File: config.mk
export PLATFORM = sky130hd
export DESIGN_NAME = ext_intr_requester
export DESIGN_NICKNAME = d
export VERILOG_FILES = /design/src/rtl/ext_intr_requester.sv
export SDC_FILE = /design/constraint.sdc
export NUM_CORES = 1
export LEC_CHECK = 0
export CAP_MARGIN = 25
export CELL_PAD_IN_SITES_DETAIL_PLACEMENT = 2
export CELL_PAD_IN_SITES_GLOBAL_PLACEMENT = 2
export CORE_MARGIN = 2
export CORE_UTILIZATION = 42
export DETAILED_ROUTE_END_ITERATION = 10
export PLACE_DENSITY = 0.86
export SLEW_MARGIN = 0
export SYNTH_ARGS = -nofsm -noshare
export SYNTH_HDL_FRONTEND = slang
export SYNTH_SLANG_ARGS = --single-unit
File: constraint.sdc
create_clock -name clk -period 5.4 [get_ports clk]
set_input_delay 0.81 -clock clk [delete_from_list [all_inputs] [get_ports clk]]
set_output_delay 0.81 -clock clk [all_outputs]
set_load 0.03 [all_outputs]
File: src/rtl/ext_intr_requester.sv
// Push-button interrupt initiator: synchronise and debounce the button, count presses,
// and hold a level request toward the interrupt controller until it is acknowledged.
module ext_intr_requester #(
  parameter int unsigned DEBOUNCE_CYCLES    = 1_000_000,
  parameter int unsigned MAX_PENDING        = 15,
  parameter int unsigned PEND_W             = 4,
  parameter int unsigned ACK_TIMEOUT_CYCLES = 100_000_000,
  parameter int unsigned GAP_CYCLES         = 2
) (
  input  logic              clk,
  input  logic              rst_n,
  input  logic              button_in,
  input  logic              intr_ack,
  input  logic              clear_overflow,
  output logic              intr_req,
  output logic [PEND_W-1:0] pending_cnt,
  output logic              overflow,
  output logic              timeout,
  output logic              button_db
);

  localparam int unsigned DB_W  = (DEBOUNCE_CYCLES > 2)    ? $clog2(DEBOUNCE_CYCLES)    : 1;
  localparam int unsigned TO_W  = (ACK_TIMEOUT_CYCLES > 2) ? $clog2(ACK_TIMEOUT_CYCLES) : 1;
  localparam int unsigned GAP_W = (GAP_CYCLES > 2)         ? $clog2(GAP_CYCLES)         : 1;

  typedef enum logic [1:0] {IDLE, REQ, WAIT_ACK_LOW, GAP} state_e;

  state_e             state_q, state_d;
  logic [1:0]         sync_q, sync_d;
  logic [DB_W-1:0]    db_cnt_q, db_cnt_d;
  logic               button_db_q, button_db_d;
  logic [PEND_W-1:0]  pend_q, pend_d;
  logic               overflow_q, overflow_d;
  logic [TO_W-1:0]    to_cnt_q, to_cnt_d;
  logic [GAP_W-1:0]   gap_cnt_q, gap_cnt_d;
  logic               intr_req_q, intr_req_d;
  logic               timeout_q, timeout_d;
  logic               sync_btn, press, consume, ovf_set;

  assign sync_btn = sync_q[1];

  // NOTE: every always_comb output gets a default first, so no path can infer a latch.
  always_comb begin
    sync_d      = {sync_q[0], button_in};
    db_cnt_d    = '0;
    button_db_d = button_db_q;
    if (sync_btn != button_db_q) begin
      if (db_cnt_q == DB_W'(DEBOUNCE_CYCLES - 1)) begin
        button_db_d = sync_btn;
      end else begin
        db_cnt_d = db_cnt_q + DB_W'(1);
      end
    end
  end

  // Only the debounced rising edge is an event; release is ignored.
  assign press = button_db_d & ~button_db_q;

  always_comb begin
    state_d    = state_q;
    to_cnt_d   = '0;
    gap_cnt_d  = '0;
    timeout_d  = 1'b0;
    consume    = 1'b0;
    unique case (state_q)
      IDLE: begin
        if (pend_q != '0) state_d = REQ;
      end
      REQ: begin
        // Acknowledge takes priority over a timeout landing in the same cycle.
        if (intr_ack) begin
          consume = 1'b1;
          state_d = WAIT_ACK_LOW;
        end else if (to_cnt_q == TO_W'(ACK_TIMEOUT_CYCLES - 1)) begin
          timeout_d = 1'b1;
          state_d   = GAP;
        end else begin
          to_cnt_d = to_cnt_q + TO_W'(1);
        end
      end
      WAIT_ACK_LOW: begin
        if (!intr_ack) state_d = GAP;
      end
      GAP: begin
        if (gap_cnt_q == GAP_W'(GAP_CYCLES - 1)) begin
          state_d = IDLE;
        end else begin
          gap_cnt_d = gap_cnt_q + GAP_W'(1);
        end
      end
      default: state_d = IDLE;
    endcase
    intr_req_d = (state_d == REQ);
  end

  always_comb begin
    pend_d  = pend_q;
    ovf_set = 1'b0;
    if (press && !consume) begin
      if (pend_q == PEND_W'(MAX_PENDING)) ovf_set = 1'b1;
      else                                pend_d  = pend_q + PEND_W'(1);
    end else if (consume && !press) begin
      pend_d = pend_q - PEND_W'(1);
    end
    if (ovf_set)             overflow_d = 1'b1;
    else if (clear_overflow) overflow_d = 1'b0;
    else                     overflow_d = overflow_q;
  end

  // NOTE: sequential state uses non-blocking assignments only; every flop here is
  // control state, so all of them take the asynchronous reset.
  always_ff @(posedge clk or negedge rst_n) begin
    if (!rst_n) begin
      state_q     <= IDLE;
      sync_q      <= '0;
      db_cnt_q    <= '0;
      button_db_q <= 1'b0;
      pend_q      <= '0;
      overflow_q  <= 1'b0;
      to_cnt_q    <= '0;
      gap_cnt_q   <= '0;
      intr_req_q  <= 1'b0;
      timeout_q   <= 1'b0;
    end else begin
      state_q     <= state_d;
      sync_q      <= sync_d;
      db_cnt_q    <= db_cnt_d;
      button_db_q <= button_db_d;
      pend_q      <= pend_d;
      overflow_q  <= overflow_d;
      to_cnt_q    <= to_cnt_d;
      gap_cnt_q   <= gap_cnt_d;
      intr_req_q  <= intr_req_d;
      timeout_q   <= timeout_d;
    end
  end

  assign intr_req    = intr_req_q;
  assign pending_cnt = pend_q;
  assign overflow    = overflow_q;
  assign timeout     = timeout_q;
  assign button_db   = button_db_q;

endmodule
# After elaboration in Yosys (flattened, before gate mapping)
# Index checks and enable logic that the tools add are counted.
[totals] wordCells=62 register_bits=60 romBits=0 ram_bits=0 inputBits=5 mem_count=0 output_inout_bits=8 latch_bits=0
[op_classes] n_reduce_logical=9 n_eq_ne=9 n_addsub=5 mul=0 bitwise_logic=2 n_div=0 mux=27 shifts=0 magnitude_cmp=0
[op_table] op="$mux 27" count=3
[op_table] op="$mux 20" count=2
[op_table] op="$add 27x1->27 const B" count=1
[op_table] op="$eq 27x27->1 const B" count=1
[op_table] op="$add 20x1->20 const B" count=1
[op_table] op="$eq 20x20->1 const B" count=1
[op_table] op="$mux 1" count=13
[op_table] op="$mux 4" count=3
[op_table] op="$mux 2" count=5
[op_table] op="$pmux 2 s4" count=1
[op_table] op="$add 4x1->4 const B" count=1
[op_table] op="$eq 2x1->1 const B" count=2
[op_table] op="$eq 2x2->1 const B" count=2
[op_table] op="$eq 4x4->1 const B" count=1
[op_table] op="$reduce_bool 2->1" count=2
[op_table] op="$reduce_bool 4->1" count=1
[op_table] op="$sub 4x1->4 const B" count=1
[op_table] op="$logic_and 1x1->1" count=2
[op_table] op="$logic_not 1->1" count=2
[op_table] op="$logic_not 2->1" count=1
[op_table] op="$ne 2x2->1 const B" count=1
[op_table] op="$reduce_and 2->1" count=1
[op_table] op="$add 1x1->1 const B" count=1
[op_table] op="$and 1x1->1" count=1
[op_table] op="other kinds (2)" count=2

# Longest topological paths before layout
# Gate-level depths: netlist of the first run.
[logic_depth] ltp_word=8 ltp_mapped=12 mapped_depth_nobuf=10

# Worst setup path after synthesis of the first run
# Ideal clock, no wire load.
[synth_timing] path_type="reg2reg" from="register db_cnt_q[8]" to="register pend_q[3], in the netlist pending_cnt[3]" synth_period_minus_slack_ns=2.437 stages_incl_launch_ff=9 setup_time_ns=0.080 t_arrival_ns=2.356 setup_slack_ns=2.963 required_time_ns=5.320 path_buffers=0 path_cell_list="dfrtp_1 > or4b_2 > nor4_1 > nand4_1 > ha_1 > a21o_1 > a21o_1 > o22ai_1 > xor2_1"
[synth_between] elab_chain_len=8 elab_cells_between_ends=11 classes_between="eq/ne (2); mux (3); bitwise (1); reduce/logical (5)"
[synth_rtl] element="start: declaration" line="30" text="logic [DB_W-1:0] db_cnt_q, db_cnt_d;"
[synth_rtl] element="start signal: assignment" line="127" text="db_cnt_q <= db_cnt_d;"
[synth_rtl] element="$eq 20x20->1 *" line="48" text="if (db_cnt_q == DB_W'(DEBOUNCE_CYCLES - 1)) begin"
[synth_rtl] element="$mux 1 *" line="48"
[synth_rtl] element="$mux 1 *" line="47" text="if (sync_btn != button_db_q) begin"
[synth_rtl] element="$and 1x1->1 *" line="57" text="assign press = button_db_d & ~button_db_q;"
[synth_rtl] element="$logic_not 1->1" line="102" text="end else if (consume && !press) begin"
[synth_rtl] element="$logic_and 1x1->1" line="102"
[synth_rtl] element="$reduce_bool 2->1 (no source line)"
[synth_rtl] element="$reduce_and 2->1 (no source line)"
[synth_rtl] element="end signal: assignment" line="129" text="pend_q <= pend_d;"
[synth_rtl] element="end: declaration" line="32" text="logic [PEND_W-1:0] pend_q, pend_d;"
# Every way passes the cells marked *; elsewhere a longest branch is shown, timed or not.
# A chain may end at the register's enable or synchronous reset.

# Worst setup path in the final report of the first run
# Same ends and word-level chain as after synthesis.

==> results.sh, run 1 <==
export IMPL_areaGrowthSynthToFinish_pct=13.1
export IMPL_drc=0
export IMPL_drive_above_1_share=0.0857
export IMPL_synth_cell_types=42
export IMPL_cts_resized=0
export IMPL_fp_dieArea_um2=7780
export IMPL_synth_nets=307
export IMPL_first_global_vias=2528
export IMPL_holdWs_ps=360
export IMPL_outcome="finished clean"
export IMPL_grt_setup_unrepaired="false"
export IMPL_grt_pass1_wl_mm=13.4
export IMPL_place_gp_congestion=0.739
export IMPL_power_uw=1190
export IMPL_yosys_warnings=0
export IMPL_synthSimpleGateAreaFrac=0.271
export IMPL_start_util=0.436
export IMPL_via_per_inst=5.47
export IMPL_critPathCaptureType="flop"
export IMPL_grt_overflow=0
export IMPL_switching_power_uw=385
export IMPL_grt_usage=0.229
export IMPL_path_class="reg -> reg"
export IMPL_pwr_share_comb=0.185
export IMPL_totalWireLength_mm=7.90
export IMPL_finish_utilization=0.493
export IMPL_p_sw_frac=0.324
export IMPL_fin_cells=411
export IMPL_diodes=0
export IMPL_fin_crit_ps=2780
export IMPL_hp_class="reg -> reg"
export IMPL_synthArstFlopShare=1.00
export IMPL_netlist_area_um2=2980
export IMPL_postCtsSetupRepairBufs=0
export IMPL_cp_start_kind="flop"
export IMPL_fp_row_count=30
export IMPL_first_pass_iters=5
export IMPL_dpl_cell_count=395
export IMPL_fin_crit_sh=0.515
export IMPL_die_width_um=88.2
export IMPL_grt_max_degree=61
export IMPL_synthCells=297
export IMPL_cts_sinks=60
export IMPL_ys_ff_latch=60
export IMPL_clockRootBuffer="clkbuf_8"
export IMPL_critPathArrivalTime_ps=3040
export IMPL_portBuffers=12
export IMPL_max_slew_worst_pin_slew_ps=767
export IMPL_cts_hold_buffers=0
export IMPL_ys_flop_type="dfrtp_1"
export IMPL_ir_drop_uv=209
export IMPL_drt_iter0_drc=83
export IMPL_power_per_cell_area_nw_per_um2=352
export IMPL_final_nets=320
export IMPL_drv_slew=0
export IMPL_hold_violations=0
export IMPL_required_ps=5660
export IMPL_io_pins=13
export IMPL_antenna_found_initial=0
export IMPL_setup_tns_final_ps=0
export IMPL_power_frac_clock=0.362
export IMPL_avgSynthCellArea_um2=10.0
export IMPL_synth_edf_count=0
export IMPL_wire_per_inst_um=19.2
export IMPL_postRouteAntennaNets=0
export IMPL_maxCapViolCount=0
export IMPL_fp_dieH_um=88.2
export IMPL_htreeDepth=3
export IMPL_cp_max_fo=6
export IMPL_relSlewSlack=0.484
export IMPL_synthMuxAreaShare=0.00378
export IMPL_power_leakage_uw=0.00139
export IMPL_fmax_mhz=360
export IMPL_dp_hpwl_mm=5.02
export IMPL_cts_buffer_depth=2
export IMPL_finalSetupViolCount=0
export IMPL_cts_buffers=9
export IMPL_cts_tree="built"
export IMPL_fill_cells=734
export IMPL_yosys_area_share_xor_xnor=0.138
export IMPL_core_um2=6830
export IMPL_yosys_area_share_adder=0.0235
export IMPL_synth_compound_area_frac=0.0324
export IMPL_clock_latency_ps=350
export IMPL_internal_power_uw=801
export IMPL_yosysSeqAreaShare=0.504
export IMPL_synth_top_family_by_area="simple AND/OR/NAND/NOR gates"
export IMPL_clk_pin_slew_ps=70
export IMPL_fin_skew_ps=12.8
export IMPL_via_count=2247
export IMPL_p_seq_frac=0.453
[power groups by stage]
stage          logic, uW  clock network, uW  registers, uW
2_1_floorplan        125                  0            555
3_3_place_gp         209                  0            542
3_5_place_dp         221                  0            545
4_1_cts              225                439            537
5_1_grt              240                459            545
6_report             220                429            537
[per-stage QoR]
stage / cell area, um2 / setup slack [ps]
floorplan: 2980 / 2960
global placement: 3170 / 2690
detailed placement: 3170 / 2600
CTS: 3370 / 2590
global route: 3370 / 2460
finish: 3370 / 2620
[layout by cell type, fill, tap and decap left out, types with 2 or more instances in the layout]
| master | count |
|---|---|
| dfrtp_1 | 60 |
| nand4_1 | 12 |
| nand2_1 | 17 |
| o22a_1 | 2 |
| o21ai_0 | 3 |
| or3_1 | 2 |
| xor2_1 | 29 |
| ha_1 | 4 |
| and4_1 | 6 |
| clkbuf_8 | 10 |
| a21o_1 | 2 |
| inv_1 | 7 |
| nor4_1 | 4 |
| nand4b_1 | 3 |
| xnor2_1 | 18 |
| nand3_1 | 21 |
| nor3_1 | 6 |
| nor2b_1 | 2 |
| clkdlybuf4s50_1 | 11 |
| o22ai_1 | 2 |
| nor2_1 | 56 |
| and2_1 | 2 |
| o21a_1 | 2 |
| and3_1 | 9 |
[registers in the layout, summed over array words and instances, names as in the netlist]
name,flops
pending_cnt,4
intr_req,1
db_cnt_q,20
to_cnt_q,27
gap_cnt_q,1
timeout,1
state_q,2
overflow,1
sync_q,2
button_db,1
[worst max-delay path: stages (launching register included)]
cell	delay, ps
dfrtp_1	440
or4b_2	680
nor4_1	270
nand4_1	240
ha_1	330
a21o_1	160
a21o_1	190
o22ai_1	190
xor2_1	200
[cells in the mapped netlist (all sizes together), types with 3 or more instances]
master	instances	area share
nor4	6	0.020
nand3	21	0.035
xnor2	18	0.053
inv	7	0.0088
nor3	7	0.013
nor2	56	0.071
nand4b	3	0.0088
o21ai	3	0.0050
and4	6	0.018
ha	4	0.017
xor2	29	0.085
and3	9	0.019
nand2	18	0.024
nand4	13	0.029
buf	5	0.011
clkbuf	6	0.0076
dfrtp	60	0.50
[final cells by class]
cell class | count | area (um2) | area share
clock inverters | 5 | 60.1 | 0.0178
flip-flops and latches | 60 | 1500 | 0.446
well taps | 96 | 120 | 0.0357
repair buffers | 13 | 123 | 0.0364
multi-input cells | 219 | 1400 | 0.414
inverters | 7 | 26.3 | 0.00780
clock buffers | 11 | 141 | 0.0420
[kinds of logic after synthesis]
group,after synthesis
compound gates,14
xor+xnor,47
fa+ha+maj,5
buf+inv,18
flops,60
mux,1
simple gates,152
[path summary, 6_finish.rpt]
path	start	end	slack, ps	depth (start not counted)
min in group asynchronous	rst_n	db_cnt_q[17]	600	2
min reg2reg	sync_q[0]	sync_q[1]	360	0
max reg2reg	db_cnt_q[8]	pending_cnt[3]	2620	8
max in group asynchronous	rst_n	pending_cnt[2]	4280	2
max	db_cnt_q[8]	pending_cnt[3]	2620	8
min	sync_q[0]	sync_q[1]	360	0
[per-layer routing]
metal	track usage	up-vias	part of all wire
li1	-	1040	-
met1	0.302	1171	0.45
met2	0.381	27	0.51
met3	0.0424	9	0.024
met4	0.0771	0	0.015
met5	0	-	0
No activity file was read; power rests on OpenSTA's default activity.
==> inputs of run 2 (changes only) <==
--- a/config.mk
+++ b/config.mk
@@ -9,9 +9,9 @@
 export CELL_PAD_IN_SITES_DETAIL_PLACEMENT = 2
 export CELL_PAD_IN_SITES_GLOBAL_PLACEMENT = 2
 export CORE_MARGIN = 2
-export CORE_UTILIZATION = 42
+export CORE_UTILIZATION = 35
 export DETAILED_ROUTE_END_ITERATION = 10
-export PLACE_DENSITY = 0.86
+export PLACE_DENSITY = 0.77
 export SLEW_MARGIN = 0
 export SYNTH_ARGS = -nofsm -noshare
 export SYNTH_HDL_FRONTEND = slang
==> constraint.sdc (replaced) <==
create_clock -name clk -period 2.25 [get_ports clk]
set_input_delay 0.3375 -clock clk [delete_from_list [all_inputs] [get_ports clk]]
set_output_delay 0.3375 -clock clk [all_outputs]
set_load 0.03 [all_outputs]
==> results.sh, run 2 (synthesis results as in run 1) <==
export IMPL_outcome="complete, but fails checks"
export IMPL_violations="hold timing, setup timing"
export IMPL_top_register="to_cnt_q"
export IMPL_first_pass_iters=4
export IMPL_cts_buffers=9
export IMPL_clockRootBuffer="clkbuf_8"
export IMPL_cts_buffer_depth=2
export IMPL_fill_cells=869
export IMPL_worst_path_most_repeated_cell="a21o_1"
export IMPL_dp_hpwl_mm=5.35
export IMPL_holdWs_ps=-22.9
export IMPL_diodes=0
export IMPL_crit_slowest_cell="or4b_4"
export IMPL_via_per_inst=5.21
export IMPL_critPathCaptureType="flop"
export IMPL_largest_register_ffs=27
export IMPL_critPathArrivalTime_ps=2710
export IMPL_io_pins=13
export IMPL_areaGrowthSynthToFinish_pct=22.5
export IMPL_clk_pin_slew_ps=80
export IMPL_fmax_mhz=403
export IMPL_power_per_cell_area_nw_per_um2=825
export IMPL_wire_per_inst_um=18.4
export IMPL_grt_usage=0.203
export IMPL_place_gp_congestion=0.739
export IMPL_cp_cell_sequence="or4b_4 > nor4_4 > nand4_1 > ha_1 > a21o_1 > a21o_1 > nand2_1 > o22ai_2 > xor2_1"
export IMPL_htreeDepth=3
export IMPL_cts_sinks=60
export IMPL_fin_crit_ps=2480
export IMPL_maxCapViolCount=0
export IMPL_ir_drop_uv=694
export IMPL_hold_violations=8
export IMPL_finish_utilization=0.444
export IMPL_post_place_ws_ps=-315
export IMPL_max_slew_worst_pin_slew_ps=422
export IMPL_hp_class="in -> async"
export IMPL_fp_dieH_um=96.2
export IMPL_postRouteAntennaNets=0
export IMPL_cp_buffers_inverters=0
export IMPL_antenna_found_initial=0
export IMPL_use_met2=0.331
export IMPL_grt_overflow=0
export IMPL_drive_above_1_share=0.166
export IMPL_via_count=2309
export IMPL_drt_iter0_drc=58
export IMPL_die_width_um=96.2
export IMPL_fp_row_count=33
export IMPL_fin_skew_ps=8.53
export IMPL_path_class="reg -> reg"
export IMPL_cp_top_family="simple AND/OR/NAND/NOR gates"
export IMPL_grt_busiest_layer="met2"
export IMPL_totalWireLength_mm=8.17
export IMPL_drv_slew=0
export IMPL_cts_tree="built"
export IMPL_final_nets=343
export IMPL_power_leakage_uw=0.00154
export IMPL_start_util=0.362
export IMPL_fin_crit_sh=1.10
export IMPL_fp_dieArea_um2=9260
export IMPL_cp_slowest_stage_delay_ps=550
export IMPL_cp_start_kind="flop"
export IMPL_grt_use_met3=0.0290
export IMPL_grt_setup_unrepaired="true"
export IMPL_grt_pass1_wl_mm=14.2
export IMPL_first_global_vias=2627
export IMPL_use_met1=0.276
export IMPL_mostFrequentLayoutCells="dfrtp_1, nor2_1, xor2_1"
export IMPL_layout_commonest_cell="dfrtp_1"
export IMPL_clock_latency_ps=350
export IMPL_finalSetupViolCount=3
export IMPL_cp_max_fo=2
export IMPL_relSlewSlack=0.716
export IMPL_setup_slack_ps=-234
export IMPL_required_ps=2480
export IMPL_grt_max_degree=61
export IMPL_drc=0
export IMPL_portBuffers=12
export IMPL_core_um2=8220
export IMPL_cts_hold_buffers=0
## run 2: cell count changes in the layout (fill, tap and decap cells not counted), sizes merged
cell	previous run	this run
bufinv	1	2
buf	2	25
clkinv	2	4
clkinvlp	1	0
clkbuf	11	9
## run 2: layer usage
layer,part of all wire,wire [um]
met2,0.49,4030
met4,0.016,129
met1,0.47,3870
met3,0.017,136
met5,0,0
## run 2: area by class of cell
cell class,instances,area (um2),area share
tap,105,131,0.0360
inverter,7,26.3,0.00720
timing repair buffer,36,324,0.0888
sequential,60,1500,0.412
clock inverter,7,100,0.0274
clock buffer,9,124,0.0340
multi-input combinational,219,1440,0.395
## run 2: timing repair
action,4_1_cts,5_1_grt
gates cloned,0,0
hold endpoints to repair,0,0
setup endpoints to repair,3,7
resized for setup,6,2
pin swaps,8,6
setup buffers,1,0
## run 2: path summary, 6_finish.rpt
kind                         startpoint             end  slack [ps]  cells past startpoint
hold reg to reg               sync_q[0]       sync_q[1]         360                      0
setup reg to reg           db_cnt_q[13]  pending_cnt[3]        -230                      9
min in group clk              sync_q[0]       sync_q[1]         360                      0
max in group asynchronous         rst_n        intr_req        1980                      2
hold / removal                    rst_n    db_cnt_q[17]         -20                      2
setup / recovery           db_cnt_q[13]  pending_cnt[3]        -230                      9
## run 2: report_power, final
part	switching, uW	leakage (uW)	internal, uW
sequential	125	0.000813	1160
combinational	345	0.000610	257
clock	495	0.000114	631
total	965	0.00154	2050
## run 2: through the flow
| stage | TNS, ps | cell area, um2 | instances | hold slack (ps) | power, uW |
|---|---|---|---|---|---|
| after floorplan | -115 | 2980 | 297 | 41.9 | 1630 |
| after global placement | -332 | 3370 | 426 | 339 | 1830 |
| after detailed placement | -766 | 3370 | 426 | 337 | 1870 |
| after CTS | -724 | 3630 | 443 | 0.603 | 3030 |
| after global routing | -980 | 3650 | 443 | 15.9 | 3150 |
| final | -622 | 3650 | 443 | -22.9 | 3010 |
